**config.mk**
```make
export PLATFORM = sky130hd
export DESIGN_NAME = mod_reduce_serial_flat
export DESIGN_NICKNAME = d
export VERILOG_FILES = /design/src/rtl/mod_reduce_serial_if.sv /design/src/rtl/mod_reduce_serial.sv /design/src/flat_wrapper.sv
export SDC_FILE = /design/constraint.sdc
export NUM_CORES = 1
export LEC_CHECK = 0
export ABC_AREA = 1
export BUFFER_PORTS_ARGS = -buffer_cell sky130_fd_sc_hd__buf_2
export CORE_MARGIN = 2
export CORE_UTILIZATION = 36
export CTS_CLUSTER_SIZE = 8
export DETAILED_ROUTE_END_ITERATION = 7
export PLACE_DENSITY = 0.66
export REMOVE_ABC_BUFFERS = 1
export SLEW_MARGIN = 20
export SYNTH_ARGS = -nofsm -noshare
export SYNTH_HDL_FRONTEND = slang
export SYNTH_SLANG_ARGS = --single-unit
```
**constraint.sdc**
```tcl
create_clock -name clk -period 5.8 [get_ports clk]
set_input_delay 0 -clock clk [delete_from_list [all_inputs] [get_ports clk]]
set_output_delay 0 -clock clk [all_outputs]
set_load 0.01 [all_outputs]
```
**src/rtl/mod_reduce_serial_if.sv**
```systemverilog
//------------------------------------------------------------------------------
// mod_reduce_serial_if : operand/residue handshake bundle for mod_reduce_serial
// Rev 1.0 - initial release
//------------------------------------------------------------------------------
`default_nettype none

interface mod_reduce_serial_if #(
  parameter int DATA_W = 30,
  parameter int RES_W  = 7
);
  logic              clr;
  logic              in_valid;
  logic              in_ready;
  logic [DATA_W-1:0] in_data;
  logic              out_valid;
  logic              out_ready;
  logic [RES_W-1:0]  out_res;
  logic              busy;

  modport master (
    output clr, in_valid, in_data, out_ready,
    input  in_ready, out_valid, out_res, busy
  );

  modport slave (
    input  clr, in_valid, in_data, out_ready,
    output in_ready, out_valid, out_res, busy
  );
endinterface

`default_nettype wire

```
**src/rtl/mod_reduce_serial.sv**
```systemverilog
//------------------------------------------------------------------------------
// mod_reduce_serial : serial Horner-order reduction of an operand modulo MOD,
//                     CHUNK_W bits per cycle. Optional macro MOD_REDUCE_ZERO_FLAG_EN
//                     adds the res_zero output.
// Rev 1.0 - initial release
//------------------------------------------------------------------------------
`default_nettype none

module mod_reduce_serial #(
  parameter int MOD     = 113,
  parameter int DATA_W  = 30,
  parameter int CHUNK_W = 6,
  parameter int RES_W   = 7
) (
  input  wire                 clk,
  input  wire                 rst_n,
  mod_reduce_serial_if.slave  bus
`ifdef MOD_REDUCE_ZERO_FLAG_EN
  ,
  output logic                res_zero
`endif
);

  localparam int c_nchunk = (DATA_W + CHUNK_W - 1) / CHUNK_W;
  localparam int c_pad_w  = c_nchunk * CHUNK_W;
  localparam int c_cnt_w  = (c_nchunk > 1) ? $clog2(c_nchunk) : 1;
  localparam int c_sum_w  = RES_W + CHUNK_W;
  localparam logic [c_sum_w-1:0] c_mod = c_sum_w'(MOD);

  typedef enum logic [1:0] {
    S_IDLE = 2'd0,
    S_RUN  = 2'd1,
    S_DONE = 2'd2
  } state_t;

  state_t               r_state;
  state_t               w_state_next;
  logic                 w_accept;
  logic [c_pad_w-1:0]   r_data;
  logic [RES_W-1:0]     r_acc;
  logic [c_cnt_w-1:0]   r_cnt;
  logic [RES_W-1:0]     r_res;
  logic [CHUNK_W-1:0]   w_chunk;
  logic [c_sum_w-1:0]   w_sum;
  logic [RES_W-1:0]     w_acc_next;

  // The operand shifts left each RUN cycle, so the chunk being consumed is
  // always the top slice; acc < MOD keeps acc*2^CHUNK_W + chunk within c_sum_w.
  assign w_chunk    = r_data[c_pad_w-1 -: CHUNK_W];
  assign w_sum      = {r_acc, w_chunk};
  assign w_acc_next = RES_W'(w_sum % c_mod);

  always_ff @(posedge clk or negedge rst_n) begin
    if (!rst_n) begin
      r_state <= S_IDLE;
    end else begin
      r_state <= w_state_next;
    end
  end

  always_comb begin
    w_state_next  = r_state;
    w_accept      = 1'b0;
    bus.in_ready  = 1'b0;
    bus.out_valid = 1'b0;
    bus.busy      = 1'b0;
    case (r_state)
      S_IDLE: begin
        bus.in_ready = 1'b1;
        if (bus.in_valid) begin
          w_accept     = 1'b1;
          w_state_next = S_RUN;
        end
      end
      S_RUN: begin
        bus.busy = 1'b1;
        if (r_cnt == '0) begin
          w_state_next = S_DONE;
        end
      end
      S_DONE: begin
        bus.out_valid = 1'b1;
        if (bus.out_ready) begin
          w_state_next = S_IDLE;
        end
      end
      default: w_state_next = S_IDLE;
    endcase
    // Abort overrides every handshake on the same edge.
    if (bus.clr) begin
      w_state_next = S_IDLE;
      w_accept     = 1'b0;
    end
  end

  always_ff @(posedge clk or negedge rst_n) begin
    if (!rst_n) begin
      r_data <= '0;
      r_acc  <= '0;
      r_cnt  <= '0;
      r_res  <= '0;
    end else if (!bus.clr) begin
      if (w_accept) begin
        r_data <= c_pad_w'(bus.in_data);
        r_acc  <= '0;
        r_cnt  <= c_cnt_w'(c_nchunk - 1);
      end else if (r_state == S_RUN) begin
        r_data <= r_data << CHUNK_W;
        r_acc  <= w_acc_next;
        if (r_cnt == '0) begin
          r_res <= w_acc_next;
        end else begin
          r_cnt <= r_cnt - 1'b1;
        end
      end
    end
  end

  assign bus.out_res = r_res;

`ifdef MOD_REDUCE_ZERO_FLAG_EN
  assign res_zero = (r_state == S_DONE) && (r_res == '0);
`endif

endmodule

`default_nettype wire

```
**src/flat_wrapper.sv**
```systemverilog
// flat-port wrapper written by rule: the top's interface ports become plain ports
module mod_reduce_serial_flat 
#(
  parameter int MOD     = 113,
  parameter int DATA_W  = 30,
  parameter int CHUNK_W = 6,
  parameter int RES_W   = 7
)
  (clk, rst_n, bus_clr, bus_in_valid, bus_in_data, bus_out_ready, bus_in_ready, bus_out_valid, bus_out_res, bus_busy);
  mod_reduce_serial_if #(.DATA_W(DATA_W), .RES_W(RES_W)) bus_i ();
  input  wire clk;
  input  wire rst_n;
  input wire logic [$bits(bus_i.clr)-1:0] bus_clr;
  input wire logic [$bits(bus_i.in_valid)-1:0] bus_in_valid;
  input wire logic [$bits(bus_i.in_data)-1:0] bus_in_data;
  input wire logic [$bits(bus_i.out_ready)-1:0] bus_out_ready;
  output wire logic [$bits(bus_i.in_ready)-1:0] bus_in_ready;
  output wire logic [$bits(bus_i.out_valid)-1:0] bus_out_valid;
  output wire logic [$bits(bus_i.out_res)-1:0] bus_out_res;
  output wire logic [$bits(bus_i.busy)-1:0] bus_busy;
  assign bus_i.clr = bus_clr;
  assign bus_i.in_valid = bus_in_valid;
  assign bus_i.in_data = bus_in_data;
  assign bus_i.out_ready = bus_out_ready;
  assign bus_in_ready = bus_i.in_ready;
  assign bus_out_valid = bus_i.out_valid;
  assign bus_out_res = bus_i.out_res;
  assign bus_busy = bus_i.busy;
  mod_reduce_serial #(.MOD(MOD), .DATA_W(DATA_W), .CHUNK_W(CHUNK_W), .RES_W(RES_W)) u_core (.clk(clk), .rst_n(rst_n), .bus(bus_i));
endmodule
```
==> results of run 1 <==
cell usage after synthesis, types with 2 or more instances:
| cell | n |
|---|---|
| nand3b_1 | 3 |
| nor2_1 | 29 |
| o21ai_1 | 3 |
| o221ai_1 | 17 |
| nor2_2 | 4 |
| nand2_4 | 9 |
| ha_1 | 6 |
| nand4_2 | 3 |
| xor2_1 | 11 |
| inv_1 | 84 |
| a21oi_1 | 2 |
| nand2_1 | 155 |
| nand2_2 | 14 |
| nand3_1 | 63 |
| clkbuf_1 | 8 |
| o21ai_0 | 40 |
| nand4_1 | 4 |
| o21ai_2 | 3 |
| o211ai_1 | 2 |
| dfrtp_1 | 49 |
| nand3_2 | 6 |
| nor2_4 | 5 |
| a31oi_1 | 2 |
| inv_2 | 7 |
cell families after synthesis:
kind of cell	synth area share
and+or+nand+nor	0.3896
buffers and inverters	0.1011
AOI/OAI and AO/OA	0.1269
DFF	0.3334
xor gates and xnor gates	0.02858
adders and majority gates	0.02041
final timing paths:
path / endpoint / depth (start not counted) / startpoint / slack (ns)
hold reg to reg: u_core.bus.out_res[2] / 2 / u_core.bus.out_res[2] / 0.48
min in group asynchronous: u_core.r_cnt[1] / 2 / rst_n / 0.23
setup / recovery: u_core.r_acc[5] / 37 / u_core.r_acc[2] / 1.12
max in group asynchronous: u_core.r_data[22] / 2 / rst_n / 5.15
setup reg to reg: u_core.r_acc[5] / 37 / u_core.r_acc[2] / 1.12
hold / removal: u_core.r_state[1] / 4 / bus_clr / 0.008
layout make-up:
type | instances | share of cell area
multi-input cells | 388 | 0.4683
flip-flops and latches | 49 | 0.2761
repair buffers | 76 | 0.1223
inverters | 91 | 0.07692
well taps | 133 | 0.03748
clock buffers | 7 | 0.01719
clock inverters | 1 | 0.001691
layer usage:
| layer | global-route usage | vias up | part of all wire |
|---|---|---|---|
| met3 | 0.02308 | 14 | 0.036 |
| met4 | 0.04667 | 0 | 0.016 |
| met5 | 0 | - | 0 |
| met1 | 0.2243 | 1766 | 0.47 |
| met2 | 0.2880 | 83 | 0.48 |
| li1 | - | 1877 | - |
worst register-to-register path, delay by kind of cell (launching register included):
| family | cells | cell delay, ns |
|---|---|---|
| adder cells (fa/ha/maj) | 1 | 0.18 |
| AND/OR/NAND/NOR | 33 | 3.56 |
| buffers and inverters | 2 | 0.12 |
| flip-flops | 1 | 0.46 |
| AO/OA/AOI/OAI | 1 | 0.24 |
cell usage in the layout, fill, tap and decap left out, types with 11 or more instances in the layout:
cell / count
o21ai_0: 40
buf_2: 43
nand2_2: 14
nor2_1: 29
dlygate4sd3_1: 32
nand3_1: 63
nand2_1: 155
o221ai_1: 17
inv_1: 84
dfrtp_1: 49
xor2_1: 11
per-stage QoR:
step | utilization | instances | hold WS, ns
6_report | 0.4502 | 745 | 0.008128
2_1_floorplan | - | 528 | -0.2956
5_1_grt | 0.4502 | 745 | 0.03298
3_5_place_dp | 0.4089 | 705 | 0.2183
3_3_place_gp | 0.4089 | 705 | 0.2091
4_1_cts | 0.4499 | 745 | 0.001041
state kept, by name (all words and copies together) (netlist names):
signal,count
u_core.r_data,30
u_core.r_acc,7
u_core.r_cnt,3
u_core.bus.out_res,7
u_core.r_state,2
==> flow_summary.json, run 1 <==
{
  "layout_worst_path_cycle_share": 0.8064,
  "fmax_mhz": 213.8,
  "syn_to_final_growth_pct": 20.76,
  "cp_max_fo": 7,
  "yosysTopAreaCellShare": 0.3334,
  "ios": 45,
  "synth-edff-count": 0,
  "chipWidth_um": 105.1,
  "hpwl_mm": 6.432,
  "hold_path.class": "in2reg",
  "die_h_um": 105.1,
  "grt_pass1_vias": 3622,
  "clkTransAtPathRegs_ns": 0.09,
  "crit_buf_inv": 2,
  "cts_buffers": 5,
  "coreArea_sq_mm": 0.009864,
  "hold_viol_final": 0,
  "synth_area_leaders": "dfrtp_1 (33%), nand2_1 (16%), nand3_1 (8.6%)",
  "status": "complete, no violations",
  "yosys_register_bits": 49,
  "end_kind": "flip-flop",
  "drc": 0,
  "cap_violations": 0,
  "rsz0062_at_grt": "false",
  "fillCellCount": 962,
  "cp.arrival_ns": 4.88,
  "via_count": 3740,
  "yosysSeqAreaShare": 0.3334,
  "syn_area_sq_mm": 0.003677,
  "async_flop_share": 1.000,
  "postCtsSetupBuffers": 0,
  "crit_path_start_kind": "flip-flop",
  "ant_nets": 0,
  "grt.overflow.total": 0,
  "layout-drive-gt1-share": 0.1699,
  "avgSynthCellArea_sq_um": 6.861,
  "synth_largest_area_cell": "dfrtp_1",
  "track_usage": 0.1692,
  "postCtsHoldBufs": 32,
  "rows": 36,
  "port_buffers": 44,
  "path_delay_family": "simple AND/OR/NAND/NOR gates",
  "start_util": 0.3728,
  "antenna_cells": 0,
  "grt_pass1_wl_mm": 15.97,
  "finalNetCount": 652,
  "synth_cell_types": 31,
  "htree_levels": 2,
  "cts_tree": "yes",
  "crit_type": "reg2reg",
  "ff_latch_area_sq_mm": 0.001226,
  "cts-root-buf": "clkbuf_8",
  "placed_cell_area_sq_mm": 0.004034,
  "crit_top_cell": "nand2_1",
  "slew_headroom": 0.3735,
  "synth-main-ff-cell": "dfrtp_1",
  "fin_ws_ns": 1.123,
  "cp.required_ns": 6.00,
  "dieArea_sq_mm": 0.01104,
  "clkSinkCount": 49,
  "setup_violations": 0,
  "slew_violations": 0,
  "multi_input_area_sq_mm": 0.002079,
  "cts_buffer_depth": 2,
  "worst_pin_slew_ns": 0.9387,
  "fin_tns_setup_ns": 0,
  "dp_slack_ns": 1.197,
  "wl_per_cell_um": 12.10,
  "antenna_found_initial": 0,
  "firstDrtPassIters": 5,
  "min_period_ns": 4.677,
  "synth_cells": 536,
  "gp_congestion": 0.9415,
  "insertion_delay_ns": 0.30,
  "wl_mm": 9.012,
  "finalInstanceArea_sq_mm": 0.004441,
  "cp_slowest_cell": "dfrtp_1",
  "drt_iter0_drc": 264,
  "clock-skew-final_ns": 0.006043,
  "slowest_delay_ns": 0.46,
  "vias_per_cell": 5.020,
  "cts-resized-gates": 0,
  "grt_max_degree": 50,
  "ys_warn_count": 0
}
Power of run 1 is not shown: default switching activity piles up to over one toggle a cycle in this logic, so the estimate is an artifact.
==> inputs of run 2 (changes only) <==
- PLACE_DENSITY: 0.66 -> 0.68
- clock period: 5.8 -> 3.75 ns (I/O delays scaled with it)
==> run 2 against run 1 <==
Against the previous run:
- the flow now finishes with violations (negative setup slack)
- maximum frequency increased by 7.3%
- flip-flop and latch count unchanged
- non-clock buffer count up 94
- via count rose by 9.2%
- sequential share of layout area shrank 6.4 points
- worst hold slack better by 0.25 ns
- global-route usage grew 2.4 points
- highest routed layer unchanged
==> flow_summary.json, run 2 (synthesized netlist as in run 1, its figures left out) <==
{
  "layout_worst_path_cycle_share": 1.162,
  "wl_met3_um": 356,
  "crit_path_start_kind": "flip-flop",
  "largest_reg_flops": 30,
  "insertion_delay_ns": 0.30,
  "ff2ff_setup_slack_ns": -0.61,
  "cts_tree": "yes",
  "layout_common_cells": "nand2_1 (118), buf_4 (88), inv_1 (77)",
  "rsz0062_at_grt": "true",
  "die_h_um": 105.1,
  "hold_viol_final": 0,
  "syn_to_final_growth_pct": 56.86,
  "crit_type": "reg2reg",
  "grt_pass1_vias": 4075,
  "start_util": 0.3728,
  "gp_congestion": 0.8950,
  "antenna_found_initial": 0,
  "firstDrtPassIters": 5,
  "rows": 36,
  "worst_pin_slew_ns": 1.001,
  "wl_per_cell_um": 12.85,
  "track_usage": 0.1928,
  "min_period_ns": 4.359,
  "grt_pass1_wl_mm": 17.95,
  "crit_top_cell": "nand2_4",
  "antenna_cells": 0,
  "placed_cell_area_sq_mm": 0.004619,
  "wl_mm": 10.78,
  "setup_violations": 14,
  "drt_iter0_drc": 190,
  "fmax_mhz": 229.4,
  "finalInstanceArea_sq_mm": 0.005768,
  "clkTransAtPathRegs_ns": 0.10,
  "grt.overflow.total": 0,
  "status": "complete, but fails checks",
  "port_buffers": 44,
  "fin_ws_ns": -0.6089,
  "ant_nets": 0,
  "slew_violations": 0,
  "layout-drive-gt1-share": 0.4079,
  "cts_buffer_depth": 2,
  "met2RoutedLength_mm": 5.698,
  "vias_per_cell": 4.868,
  "ios": 45,
  "cts_buffers": 5,
  "via_count": 4084,
  "drc": 0,
  "cap_violations": 0,
  "largest-register": "u_core.r_data",
  "chipWidth_um": 105.1,
  "maxUsedRoutingLayer": "met4",
  "hold_path.class": "in2async",
  "coreArea_sq_mm": 0.009864,
  "clkSinkCount": 49,
  "grt_max_degree": 50,
  "cp.required_ns": 3.95,
  "cp_max_fo": 8,
  "finalNetCount": 746,
  "violations": "negative setup slack",
  "end_kind": "flip-flop",
  "cts-root-buf": "clkbuf_8",
  "htree_levels": 2,
  "slew_headroom": 0.3317,
  "reg2reg_depth": 37,
  "r2r-end": "u_core.r_acc[5]",
  "met1_length_mm": 4.512,
  "clock-skew-final_ns": 0.01360,
  "slowest_delay_ns": 0.40,
  "hpwl_mm": 7.080,
  "cp.arrival_ns": 4.56,
  "cp_slowest_cell": "dfrtp_1",
  "mostFrequentLayoutCell": "nand2_1",
  "rr_startpoint": "u_core.r_acc[1]",
  "dieArea_sq_mm": 0.01104
}
run 2: cell types whose count changed in the layout (fill, tap and decap cells not counted), sizes merged:
cell | previous run | this run
buf | 44 | 137
dlygate4sd3 | 32 | 33
clkbuf | 7 | 6
clkinv | 0 | 1
bufinv | 0 | 1
clkinvlp | 1 | 0
run 2: how the worst max path moves through the flow:
stage / from / end / slack, ns / cells after the start
2_1_floorplan: u_core.r_acc[2] / u_core.bus.out_res[5] / -0.24 / 37
6_report: u_core.r_acc[1] / u_core.r_acc[5] / -0.61 / 37
3_3_place_gp: u_core.r_acc[0] / u_core.r_acc[3] / -0.55 / 36
3_5_place_dp: u_core.r_acc[1] / u_core.r_acc[3] / -0.76 / 37
5_1_grt: u_core.r_acc[2] / u_core.r_acc[0] / -0.91 / 37
4_1_cts: u_core.r_acc[2] / u_core.r_acc[5] / -0.63 / 37
run 2: critical path, delay by kind of cell, from the launching register on:
| kind | cells | cell delay (ns) |
|---|---|---|
| buffers and inverters | 2 | 0.23 |
| AOI/OAI and AO/OA | 2 | 0.43 |
| DFF | 1 | 0.40 |
| and+or+nand+nor | 33 | 3.14 |
run 2: timing repair:
item                                    CTS  global route
setup buffers                             7             8
endpoints found under the hold margin    80             0
endpoints found under the setup margin   14            14
resized for setup                        70            81
hold buffers                             33             0
pin swaps                                35            43
run 2: per-stage QoR:
| stage | std cells | util | worst slack, ns | hold slack (ns) | setup TNS (ns) |
|---|---|---|---|---|---|
| CTS | 831 | 0.5473 | -0.6299 | 0.3434 | -8.343 |
| global route | 839 | 0.5847 | -0.9102 | 0.2948 | -12.26 |
| floorplan | 528 | - | -0.2400 | -0.2956 | -2.842 |
| detailed placement | 783 | 0.4683 | -0.7632 | 0.2137 | -9.642 |
| global placement | 783 | 0.4683 | -0.5455 | 0.2089 | -6.753 |
| finish | 839 | 0.5847 | -0.6089 | 0.2562 | -7.880 |
run 2: cell type report:
class,instances,area [sq um]
inverters,91,349.1
well taps,133,166.4
flip-flops and latches,49,1226
clock buffers,6,72.57
multi-input cells,388,2641
repair buffers,170,1274
clock inverters,2,38.79
fillers,852,4096
run 2: per-layer routing:
metal	track usage	up-vias
met5	0	-
met4	0.04476	0
met3	0.02246	25
met2	0.3520	89
met1	0.2415	1909
li1	-	2061
Power of run 2 is left out for the same reason.
